### src/rtl/mlop_pkg.sv
// Shared state encoding and width helper for the multi-operand accumulator.
package mlop_pkg;

    typedef enum logic [1:0] {
        IDLE = 2'd0,
        ACC  = 2'd1,
        DONE = 2'd2
    } state_t;

    function automatic int mlop_clog2(input int v);
        int r;
        int x;
        r = 0;
        x = v - 1;
        while (x > 0) begin
            r++;
            x = x >> 1;
        end
        return r;
    endfunction

endpackage

### src/rtl/mlop_rgst.sv
// Generic register: async active-low reset, synchronous clear (wins over load), load enable.
module mlop_rgst #(
    parameter int w = 8
) (
    input  logic         clk,
    input  logic         rst_b,
    input  logic         clr,
    input  logic         ld,
    input  logic [w-1:0] d,
    output logic [w-1:0] q
);

    always_ff @(posedge clk or negedge rst_b) begin
        if (!rst_b) begin
            q <= '0;
        end else if (clr) begin
            q <= '0;
        end else if (ld) begin
            q <= d;
        end
    end

endmodule

### src/rtl/mlop_accum.sv
// Framed N-operand accumulator; result registered one edge after the N-th accept.
// Operands stall only outside ACC; result is held until out_ready, with start chaining allowed.
module mlop_accum
    import mlop_pkg::*;
#(
    parameter int  W      = 10,
    parameter int  N      = 199,
    parameter int  SIGNED = 0,
    localparam int SW     = W + mlop_clog2(N),
    localparam int CW     = mlop_clog2(N)
) (
    input  logic          clk,
    input  logic          rst_b,
    input  logic          start,
    input  logic          clr,
    input  logic [W-1:0]  in_data,
    input  logic          in_valid,
    output logic          in_ready,
    output logic [SW-1:0] out_sum,
    output logic          out_valid,
    input  logic          out_ready,
    output logic          busy,
    output logic [CW-1:0] cnt
);

    state_t        state;
    state_t        state_nxt;
    logic          accept;
    logic          last_accept;
    logic          out_fire;
    logic          frame_start;
    logic [SW-1:0] acc;
    logic [SW-1:0] ext_data;
    logic [SW-1:0] sum_nxt;
    logic [CW-1:0] cnt_nxt;

    generate
        if (SIGNED != 0) begin : g_sext
            assign ext_data = {{(SW-W){in_data[W-1]}}, in_data};
        end else begin : g_zext
            assign ext_data = {{(SW-W){1'b0}}, in_data};
        end
    endgenerate

    assign in_ready    = (state == ACC);
    assign busy        = (state == ACC);
    assign accept      = in_valid & in_ready;
    assign last_accept = accept & (cnt == CW'(N - 1));
    assign out_fire    = out_valid & out_ready;
    // A frame may begin from IDLE or chain straight out of DONE on the consuming cycle.
    assign frame_start = start & ((state == IDLE) | ((state == DONE) & out_fire));
    assign sum_nxt     = acc + ext_data;
    assign cnt_nxt     = cnt + CW'(1);

    always_comb begin
        state_nxt = state;
        case (state)
            IDLE: if (start) state_nxt = ACC;
            ACC:  if (last_accept) state_nxt = DONE;
            DONE: if (out_fire) state_nxt = start ? ACC : IDLE;
            default: state_nxt = IDLE;
        endcase
        if (clr) state_nxt = IDLE;
    end

    always_ff @(posedge clk or negedge rst_b) begin
        if (!rst_b) begin
            state <= IDLE;
        end else begin
            state <= state_nxt;
        end
    end

    always_ff @(posedge clk or negedge rst_b) begin
        if (!rst_b) begin
            out_valid <= 1'b0;
        end else if (clr) begin
            out_valid <= 1'b0;
        end else if (last_accept) begin
            out_valid <= 1'b1;
        end else if (out_fire) begin
            out_valid <= 1'b0;
        end
    end

    mlop_rgst #(.w(SW)) u_acc (
        .clk   (clk),
        .rst_b (rst_b),
        .clr   (clr | frame_start),
        .ld    (accept),
        .d     (sum_nxt),
        .q     (acc)
    );

    mlop_rgst #(.w(CW)) u_cnt (
        .clk   (clk),
        .rst_b (rst_b),
        .clr   (clr | frame_start | last_accept),
        .ld    (accept),
        .d     (cnt_nxt),
        .q     (cnt)
    );

    // Abort leaves the previous result visible, so this register never clears synchronously.
    mlop_rgst #(.w(SW)) u_sum (
        .clk   (clk),
        .rst_b (rst_b),
        .clr   (1'b0),
        .ld    (last_accept & ~clr),
        .d     (sum_nxt),
        .q     (out_sum)
    );

endmodule
### config.mk
export PLATFORM = sky130hd
export DESIGN_NAME = mlop_accum
export DESIGN_NICKNAME = d
export VERILOG_FILES = /design/src/rtl/mlop_pkg.sv /design/src/rtl/mlop_rgst.sv /design/src/rtl/mlop_accum.sv
export SDC_FILE = /design/constraint.sdc
export NUM_CORES = 1
export LEC_CHECK = 0
export CORE_AREA = 2 2 80 82
export CTS_CLUSTER_SIZE = 30
export DETAILED_ROUTE_END_ITERATION = 6
export DIE_AREA = 0 0 82 84
export PLACE_DENSITY = 0.76
export SYNTH_ARGS = -nofsm -noshare
export SYNTH_HDL_FRONTEND = slang
export SYNTH_SLANG_ARGS = --single-unit
export TNS_END_PERCENT = 5
### constraint.sdc
create_clock -name clk -period 2.1 [get_ports clk]
set_clock_uncertainty 0.1 [all_clocks]
set_input_delay 0.315 -clock clk [delete_from_list [all_inputs] [get_ports clk]]
set_output_delay 0.315 -clock clk [all_outputs]
set_load 0.05 [all_outputs]
Word-level counts from Yosys, hierarchy flattened

Index checks and enable logic that the tools add are counted.

Register bits after elaboration: 47
Word-level logic and storage cells: 41
Output and inout port bits: 29

Reduce and logical (&&, ||, !) cells: 5
Equality and inequality tests: 6
Bitwise logic cells: 10
Add/sub/neg operators: 2
Muxes and demuxes: 13

Operators with widths:

| kind                                                                  | number |
|---|---|
| 18-bit 2-to-1 mux                                                     | 2 |
| 18-bit by 10-bit adder with 18-bit output                             | 1 |
| 8-bit 2-to-1 mux                                                      | 2 |
| 8-bit by 1-bit adder with 8-bit output, second input constant         | 1 |
| 8-bit equality test, second input constant                            | 1 |
| 2-bit 2-to-1 mux                                                      | 4 |
| 1-bit AND                                                             | 6 |
| 3-bit != test, second input constant                                  | 2 |
| 2-bit one-hot mux with 3 select lines                                 | 1 |
| 1-bit 2-to-1 mux                                                      | 4 |
| 2-bit nonzero test                                                    | 2 |
| 3-bit by 2-bit != test with 1-bit output, second input constant       | 1 |
| 1-bit OR                                                              | 3 |
| 3-bit AND reduction                                                   | 1 |
| 3-bit nonzero test                                                    | 1 |
| 2-bit by 1-bit equality test with 1-bit output, second input constant | 1 |
| 2-bit equality test, second input constant                            | 1 |
| 2-bit zero test                                                       | 1 |
| 1-bit inverter                                                        | 1 |

Longest topological paths before layout

Gate-level depths: netlist of the first run.

Depth after elaboration: 7
Depth in mapped cells: 9
Depth with buffers taken out: 8

Hierarchy

A second synthesis of the first run with hierarchy kept.

Cells, all modules: 284
Area, all modules: 2871.5 µm²

By module, submodules not included:

| module                | area each (µm²) | instances | cells each |
|---|---|---|---|
| mlop_rgst (u_acc ...) | 739.5           | 2         | 58 |
| mlop_accum            | 1067.3          | 1         | 142 |
| mlop_rgst (u_cnt)     | 325.3           | 1         | 26 |

Worst setup path before layout of the first run

No wires, ideal clock.

Path type: register -> register
From: register u_cnt.q[1]
To: register u_sum.q[13]
Path buffers: 1
Setup slack: -0.248 ns
Period minus slack after synthesis: 2.348 ns
Arrival: 2.122 ns
Stages on the path, launching flop included: 7
Cells stage by stage: dfrtp_1 -> ha_1 -> or3b_1 -> or3_1 -> buf_2 -> a221oi_1 -> nand2_1

Longest elaborated chain between the ends: 3

RTL lines:

| what                   | line              | source |
|---|---|---|
| start, declared        | mlop_rgst.sv:10   | `output logic [w-1:0] q` |
| start signal, assigned | mlop_rgst.sv:15   | `q <= '0;` |
| start signal, assigned | mlop_rgst.sv:17   | `q <= '0;` |
| start signal, assigned | mlop_rgst.sv:19   | `q <= d;` |
| 8-bit equality test    | mlop_accum.sv:48  | `assign last_accept = accept & (cnt == CW'(N - 1));` |
| 1-bit AND              | mlop_accum.sv:48  |  |
| 1-bit AND              | mlop_accum.sv:109 | `.ld (last_accept & ~clr),` |
| end signal, assigned   | mlop_rgst.sv:15   |  |
| end signal, assigned   | mlop_rgst.sv:17   |  |
| end signal, assigned   | mlop_rgst.sv:19   |  |
| end, declared          | mlop_rgst.sv:10   |  |

No other way between the ends.
A chain may end at the register's enable or synchronous reset.

Worst setup path in the final report of the first run

From: register u_acc.q[0]
To: register u_acc.q[8]

Longest elaborated chain between the ends: 3

RTL lines:

| what                                      | line             | source |
|---|---|---|
| start, declared                           | mlop_rgst.sv:10  |  |
| start signal, assigned                    | mlop_rgst.sv:15  |  |
| start signal, assigned                    | mlop_rgst.sv:17  |  |
| start signal, assigned                    | mlop_rgst.sv:19  |  |
| 18-bit by 10-bit adder with 18-bit output | mlop_accum.sv:52 | `assign sum_nxt = acc + ext_data;` |
| 18-bit 2-to-1 mux                         | mlop_rgst.sv:18  | `end else if (ld) begin` |
| 18-bit 2-to-1 mux                         | mlop_rgst.sv:16  | `end else if (clr) begin` |

No other way between the ends. The select of a mux whose other input is x is not followed.

==> results.py, run 1 <==
metrics = {
    "drt": {
        "vias": 2794,
        "wl_per_cell_um": 17.4,
        "first_pass_iters": 5,
        "drcViolationCount": 0,
        "drt_iter0_drc": 195,
        "ant_nets": 0,
        "wl_um": 8270,
        "via_per_inst": 5.89,
    },
    "place": {
        "dp_hpwl_um": 5460,
        "dp_slack_ps": -520,
        "port_buffers": 44,
        "gp_congestion": 0.881,
        "post_dp_cell_area_mm2": 0.00375,
    },
    "worst_setup_path": {
        "critical_path_arrival_ps": 2370,
        "slowest_stage": "dfrtp_1",
        "path_delay_family": "compound AO/OA/AOI/OAI gates",
        "critical_path.max_fanout": 4,
        "crit_buf_inv": 2,
        "max_stage_delay_ps": 370,
        "critPathLaunchType": "flop",
        "crit_type": "reg2reg",
        "crit_path_cell_trace": "ha_2 -> inv_2 -> fa_2 -> nor2b_2 -> o2111a_2 -> o211a_1 -> buf_4 -> o21ai_1 -> a32o_1",
        "end_kind": "flop",
        "cp_data_required_time_ps": 2200,
    },
    "cts": {
        "clk_path_buf_depth": 2,
        "cts_num_sinks": 47,
        "cts.clk_slew.worst_paths_ps": 90,
        "cts_made_buffers": 5,
        "cts_root_buf": "clkbuf_8",
        "htreeDepth": 2,
        "cts_tree": "yes",
        "clk_latency_ps": 300,
    },
    "pwr": {
        "switching_share": 0.273,
        "p_int_uw": 1390,
        "seq_power_share": 0.490,
        "power.static_leakage_uw": 0.00188,
        "ir_drop_v": 0.000239,
        "switching_power_uw": 522,
        "pwr-share-comb": 0.191,
        "powerDensity_mw_per_mm2": 464,
        "clockPowerShare": 0.318,
    },
    "logic_synthesis": {
        "synth_cell_types": 59,
        "syn_area_per_cell_um2": 9.51,
        "synth_area_leader_cell": "dfrtp_1",
        "synth_edf_count": 0,
        "synthCells": 298,
        "synth_compound_area_frac": 0.255,
        "syn_nets": 327,
        "synthMuxAreaShare": 0.0243,
        "synth_xor_area_frac": 0.0247,
        "synth_ff_type": "dfrtp_1",
        "ys_seq_area_frac": 0.415,
        "yosysMostFrequentCell": "dfrtp_1",
        "netlist_top_cells_area": "dfrtp_1 (41%), ha_1 (5.3%), o21ai_0 (5.3%)",
        "synth-seq-cells": 47,
        "synth_top_family_by_area": "compound AO/OA/AOI/OAI gates",
        "yosys_warnings": 0,
        "synth-adder-area-share": 0.0600,
        "synthArstFlopShare": 1.00,
        "syn_area_mm2": 0.00284,
        "synth-simple-area-share": 0.178,
        "yosys.area.top_type_share": 0.415,
        "ys_top_cells_by_count": "dfrtp_1 (47), o21ai_0 (30), nand2_1 (28)",
    },
    "timing": {
        "final_hold_viol_count": 0,
        "maxSlewHeadroom": 0.614,
        "rsz0062_at_grt": "yes",
        "finalCritPeriodShare": 1.08,
        "layout_min_cycle_time_ps": 2270,
        "setup_viol": 21,
        "max_freq_mhz": 440,
        "slew_viol_final": 0,
        "postLayoutSetupSlackWorst_ps": -171,
        "worst_pin_slew_ps": 579,
    },
    "finish": {
        "postLayoutCoreUtil": 0.677,
        "drive_gt1_frac": 0.320,
        "syn_to_final_growth_pct": 45.5,
        "n_antenna_cell": 0,
        "nets": 425,
        "design_area_mm2": 0.00413,
    },
    "run_status": {
        "status": "finished with violations",
        "violations": "negative setup slack",
    },
    "job": {
        "max_cap_violations": 0,
    },
    "floorplanning": {
        "core_area_mm2": 0.00610,
        "die_x_um": 82,
        "num_rows": 29,
        "die-area_mm2": 0.00689,
        "ios": 45,
        "start_util": 0.465,
        "dieHeight_um": 84,
    },
    "global_routing": {
        "grt_pass1_vias": 2812,
        "overflow": 0,
        "grt_start_max_net_pins": 26,
        "grt_pass1_wl_um": 13300,
        "grt_use_total": 0.245,
        "antenna_found_initial": 0,
    },
    "min_path": {
        "hp-class": "reg2reg",
    },
}
==> per-layer routing <==
metal,track usage,vias up,wire length (um)
met4,0.0606,0,257
met3,0.0303,24,364
met2,0.434,86,4210
li1,-,1312,-
met5,0,-,0
met1,0.311,1372,3440
==> registers in the layout (all words and copies together) (netlist names) <==
name,cells
out_valid,1
u_sum.q,18
state,2
u_cnt.q,8
u_acc.q,18
==> repair_timing <==
action / 4_1_cts / 5_1_grt
gates resized for setup: 16 / 31
hold buffers: 1 / 0
pin swaps: 11 / 16
hold endpoints to repair: 22 / 0
endpoints found under the setup margin: 24 / 29
setup buffers: 3 / 8
==> through the flow <==
stage | std cells | power [uW] | hold slack (ps) | setup TNS, ps
floorplan | 298 | 1120 | -80.6 | -183
global placement | 454 | 1260 | 235 | -9830
detailed placement | 454 | 1270 | 246 | -11020
CTS | 466 | 1880 | 384 | -1100
global route | 474 | 2000 | 422 | -3710
finish | 474 | 1910 | 381 | -1820
==> layout by cell type, fill, tap and decap left out, drive strengths merged, types with 3 or more instances in the layout <==
| cell type | n |
|---|---|
| buf | 64 |
| dfrtp | 47 |
| clkdlybuf4s50 | 35 |
| o21ai | 30 |
| nand2 | 28 |
| nor2 | 16 |
| inv | 14 |
| ha | 12 |
| nor3 | 10 |
| o2111ai | 10 |
| nand3 | 9 |
| a31oi | 8 |
| and3 | 8 |
| clkbuf | 8 |
| a21o | 8 |
| a21oi | 7 |
| nand4 | 6 |
| o31ai | 5 |
| a31o | 5 |
| or3 | 5 |
| xor2 | 4 |
| xnor2 | 4 |
| a22o | 4 |
| dlymetal6s2s | 4 |
| mux2 | 4 |
| nand2b | 3 |
| o21a | 3 |
| and2 | 3 |
| a211oi | 3 |
==> final cells by class <==
class / count / area (um2)
clock buffer: 8 / 100
multi-input combinational: 222 / 1760
inverter: 14 / 52.6
timing repair buffer: 106 / 943
fill: 461 / 1970
sequential: 47 / 1180
tap: 77 / 96.3
==> logic make-up after synthesis <==
family | Yosys count
AOI/OAI and AO/OA | 99
and+or+nand+nor | 96
DFF | 47
buffers and inverters | 29
adders and majority gates | 13
xor gates and xnor gates | 8
muxes | 6
==> final timing paths <==
kind,slack (ps),startpoint,end,cells after the start
worst max-delay path,-170,u_acc.q[0],u_acc.q[8],9
worst min-delay path,380,u_sum.q[16],u_sum.q[16],2
worst max register to register,-170,u_acc.q[0],u_acc.q[8],9
worst min register to register,380,u_sum.q[16],u_sum.q[16],2
max in group asynchronous,880,rst_b,u_cnt.q[1],3
min in group asynchronous,450,rst_b,u_sum.q[5],2
==> power by group through the flow <==
stage / clock network (uW) / registers, uW / logic, uW
after CTS: 620 / 936 / 329
after detailed placement: 0 / 953 / 314
final: 608 / 938 / 366
after global routing: 666 / 941 / 395
after floorplan: 0 / 954 / 166
after global placement: 0 / 952 / 306
==> worst register-to-register path: stages, from the launching register on <==
cell and delay (ps):
dfrtp_1 370, ha_2 220, inv_2 50, fa_2 370, nor2b_2 170, o2111a_2 280
o211a_1 200, buf_4 100, o21ai_1 80, a32o_1 250
Power figures use the tool's default switching activity.
==> run 2: changes to the inputs <==
--- a/config.mk
+++ b/config.mk
@@ -10,6 +10,8 @@
 export DETAILED_ROUTE_END_ITERATION = 6
 export DIE_AREA = 0 0 82 84
 export PLACE_DENSITY = 0.76
+export REMOVE_ABC_BUFFERS = 1
+export SLEW_MARGIN = 20
 export SYNTH_ARGS = -nofsm -noshare
 export SYNTH_HDL_FRONTEND = slang
 export SYNTH_SLANG_ARGS = --single-unit
==> run 2 against run 1 <==
  * The flow still finishes with violations (negative setup slack)
  * Sequential power about the same
  * Hold slack about the same
  * Maximum frequency grew 0.76%
  * Cell area fell by 0.39%
  * Worst setup slack improved by 17 ps
  * Global-route usage down 1.0 points
  * Die area is the same
  * Via count shrank 0.86%
  * Flip-flop and latch count unchanged
  * Total power increased by 0.32%
  * Highest routed layer unchanged
==> results.py, run 2 (synthesized netlist as in run 1, its figures left out) <==
metrics = {
    "global_routing": {
        "use_met2": 0.394,
        "grt_pass1_vias": 2701,
        "grt_start_max_net_pins": 48,
        "grt_use_total": 0.235,
        "overflow": 0,
        "top_usage_layer": "met2",
        "antenna_found_initial": 0,
        "grt_pass1_wl_um": 12800,
        "grt_use_met3": 0.0335,
        "gr-usage-met1": 0.311,
    },
    "worst_setup_path": {
        "max_stage_delay_ps": 400,
        "crit_buf_inv": 1,
        "end_kind": "flop",
        "crit_path_cell_trace": "ha_2 -> inv_2 -> fa_2 -> nor2b_2 -> o2111a_2 -> o211a_1 -> or3_1 -> a32o_1",
        "r2r_cells": 8,
        "path_delay_family": "compound AO/OA/AOI/OAI gates",
        "critical_path.max_fanout": 4,
        "cp-startpoint": "u_acc.q[0]",
        "crit_type": "reg2reg",
        "reg2reg_to": "u_acc.q[8]",
        "r2r_setup_slack_ps": -150,
        "slowest_stage": "dfrtp_1",
        "reg2reg_from": "u_acc.q[0]",
        "critPathLaunchType": "flop",
        "critical_path_arrival_ps": 2360,
        "cp_data_required_time_ps": 2200,
        "endpoint": "u_acc.q[8]",
        "critical_path_depth": 8,
    },
    "finish": {
        "n_antenna_cell": 0,
        "reg_top3": "u_acc.q x18, u_sum.q x18, u_cnt.q x8",
        "postLayoutCoreUtil": 0.674,
        "drive_gt1_frac": 0.302,
        "design_area_mm2": 0.00411,
        "fillCellCount": 471,
        "nets": 425,
        "final_common_cell": "buf_4",
        "final_cell_mix": "buf_4 (58), dfrtp_1 (47), clkdlybuf4s50_1 (37)",
        "syn_to_final_growth_pct": 45.0,
    },
    "timing": {
        "rsz0062_at_grt": "yes",
        "slew_viol_final": 0,
        "max_freq_mhz": 444,
        "final_hold_viol_count": 0,
        "maxSlewHeadroom": 0.667,
        "postLayoutSetupSlackWorst_ps": -153,
        "finalCritPeriodShare": 1.07,
        "worst_pin_slew_ps": 494,
        "layout_min_cycle_time_ps": 2250,
        "setup_viol": 14,
    },
    "drt": {
        "first_pass_iters": 4,
        "ant_nets": 0,
        "wl_per_cell_um": 17.0,
        "drt_iter0_drc": 200,
        "via_per_inst": 5.84,
        "wl_um": 8050,
        "vias": 2770,
        "drcViolationCount": 0,
    },
    "cts": {
        "clk_path_buf_depth": 2,
        "cts_tree": "yes",
        "cts_num_sinks": 47,
        "cts_root_buf": "clkbuf_8",
        "cts.clk_slew.worst_paths_ps": 90,
        "clk_latency_ps": 310,
        "htreeDepth": 2,
        "cts_made_buffers": 5,
    },
    "floorplanning": {
        "dieHeight_um": 84,
        "ios": 45,
        "die-area_mm2": 0.00689,
        "core_area_mm2": 0.00610,
        "die_x_um": 82,
        "num_rows": 29,
        "start_util": 0.465,
    },
    "place": {
        "gp_congestion": 0.852,
        "dp_hpwl_um": 5440,
        "port_buffers": 44,
        "post_dp_cell_area_mm2": 0.00374,
    },
    "pwr": {
        "ir_drop_v": 0.000279,
        "power.static_leakage_uw": 0.00185,
        "powerDensity_mw_per_mm2": 467,
    },
    "run_status": {
        "violations": "negative setup slack",
        "status": "finished with violations",
    },
    "job": {
        "max_cap_violations": 0,
    },
    "min_path": {
        "hp-class": "reg2reg",
    },
}
## run 2: cell count changes in the layout (fill, tap and decap cells not counted), sizes merged
cell	delta
clkdlybuf4s50	+2
dlymetal6s2s	-2
## run 2: what timing repair did
item,4_1_cts,5_1_grt
hold buffers,1,0
pin swaps,13,23
setup buffers,1,4
endpoints found under the setup margin,24,34
resized for setup,17,32
gates cloned,0,0
endpoints found under the hold margin,47,0
## run 2: layer usage
metal	part of all wire	vias up
met5	0	-
met4	0.015	0
met3	0.055	12
met2	0.51	92
met1	0.42	1363
li1	-	1303
## run 2: final cells by class
cell class	count	area, um2	area share
multi-input cells	222	1750	0.425
flip-flops and latches	47	1180	0.286
repair buffers	106	937	0.228
clock buffers	8	100	0.0244
well taps	77	96.3	0.0234
inverters	14	52.6	0.0128
## run 2: per-stage QoR
| step | power, uW | hold slack, ps | cells | TNS (ps) | setup slack, ps |
|---|---|---|---|---|---|
| after floorplan | 1110 | -80.6 | 283 | -23380 | -1100 |
| after global placement | 1260 | 220 | 460 | -11390 | -584 |
| after detailed placement | 1270 | 222 | 460 | -13070 | -693 |
| after CTS | 1890 | 384 | 470 | -1310 | -166 |
| after global routing | 1990 | 415 | 474 | -2260 | -216 |
| final | 1920 | 381 | 474 | -891 | -153 |
## run 2: worst reg2reg max path, delay by kind of cell (launching register included)
family,cells,cell delay (ps)
buf+inv,1,60
compound gates,3,800
flops,1,400
fa+ha+maj,2,400
simple gates,2,390
## run 2: worst min path at each step
| stage | startpoint | to | slack [ps] | cells after the start |
|---|---|---|---|---|
| floorplan | rst_b | out_valid | -80 | 0 |
| global placement | rst_b | u_acc.q[3] | 220 | 2 |
| detailed placement | rst_b | u_acc.q[4] | 220 | 2 |
| CTS | u_sum.q[0] | u_sum.q[0] | 380 | 2 |
| global route | u_sum.q[16] | u_sum.q[16] | 420 | 2 |
| finish | u_sum.q[0] | u_sum.q[0] | 380 | 2 |
## run 2: where the power goes
| part | internal, uW | leakage [uW] | switching [uW] |
|---|---|---|---|
| sequential | 919 | 0.000653 | 19.5 |
| clock | 301 | 0.0000515 | 317 |
| combinational | 173 | 0.00115 | 190 |
| total | 1390 | 0.00185 | 526 |
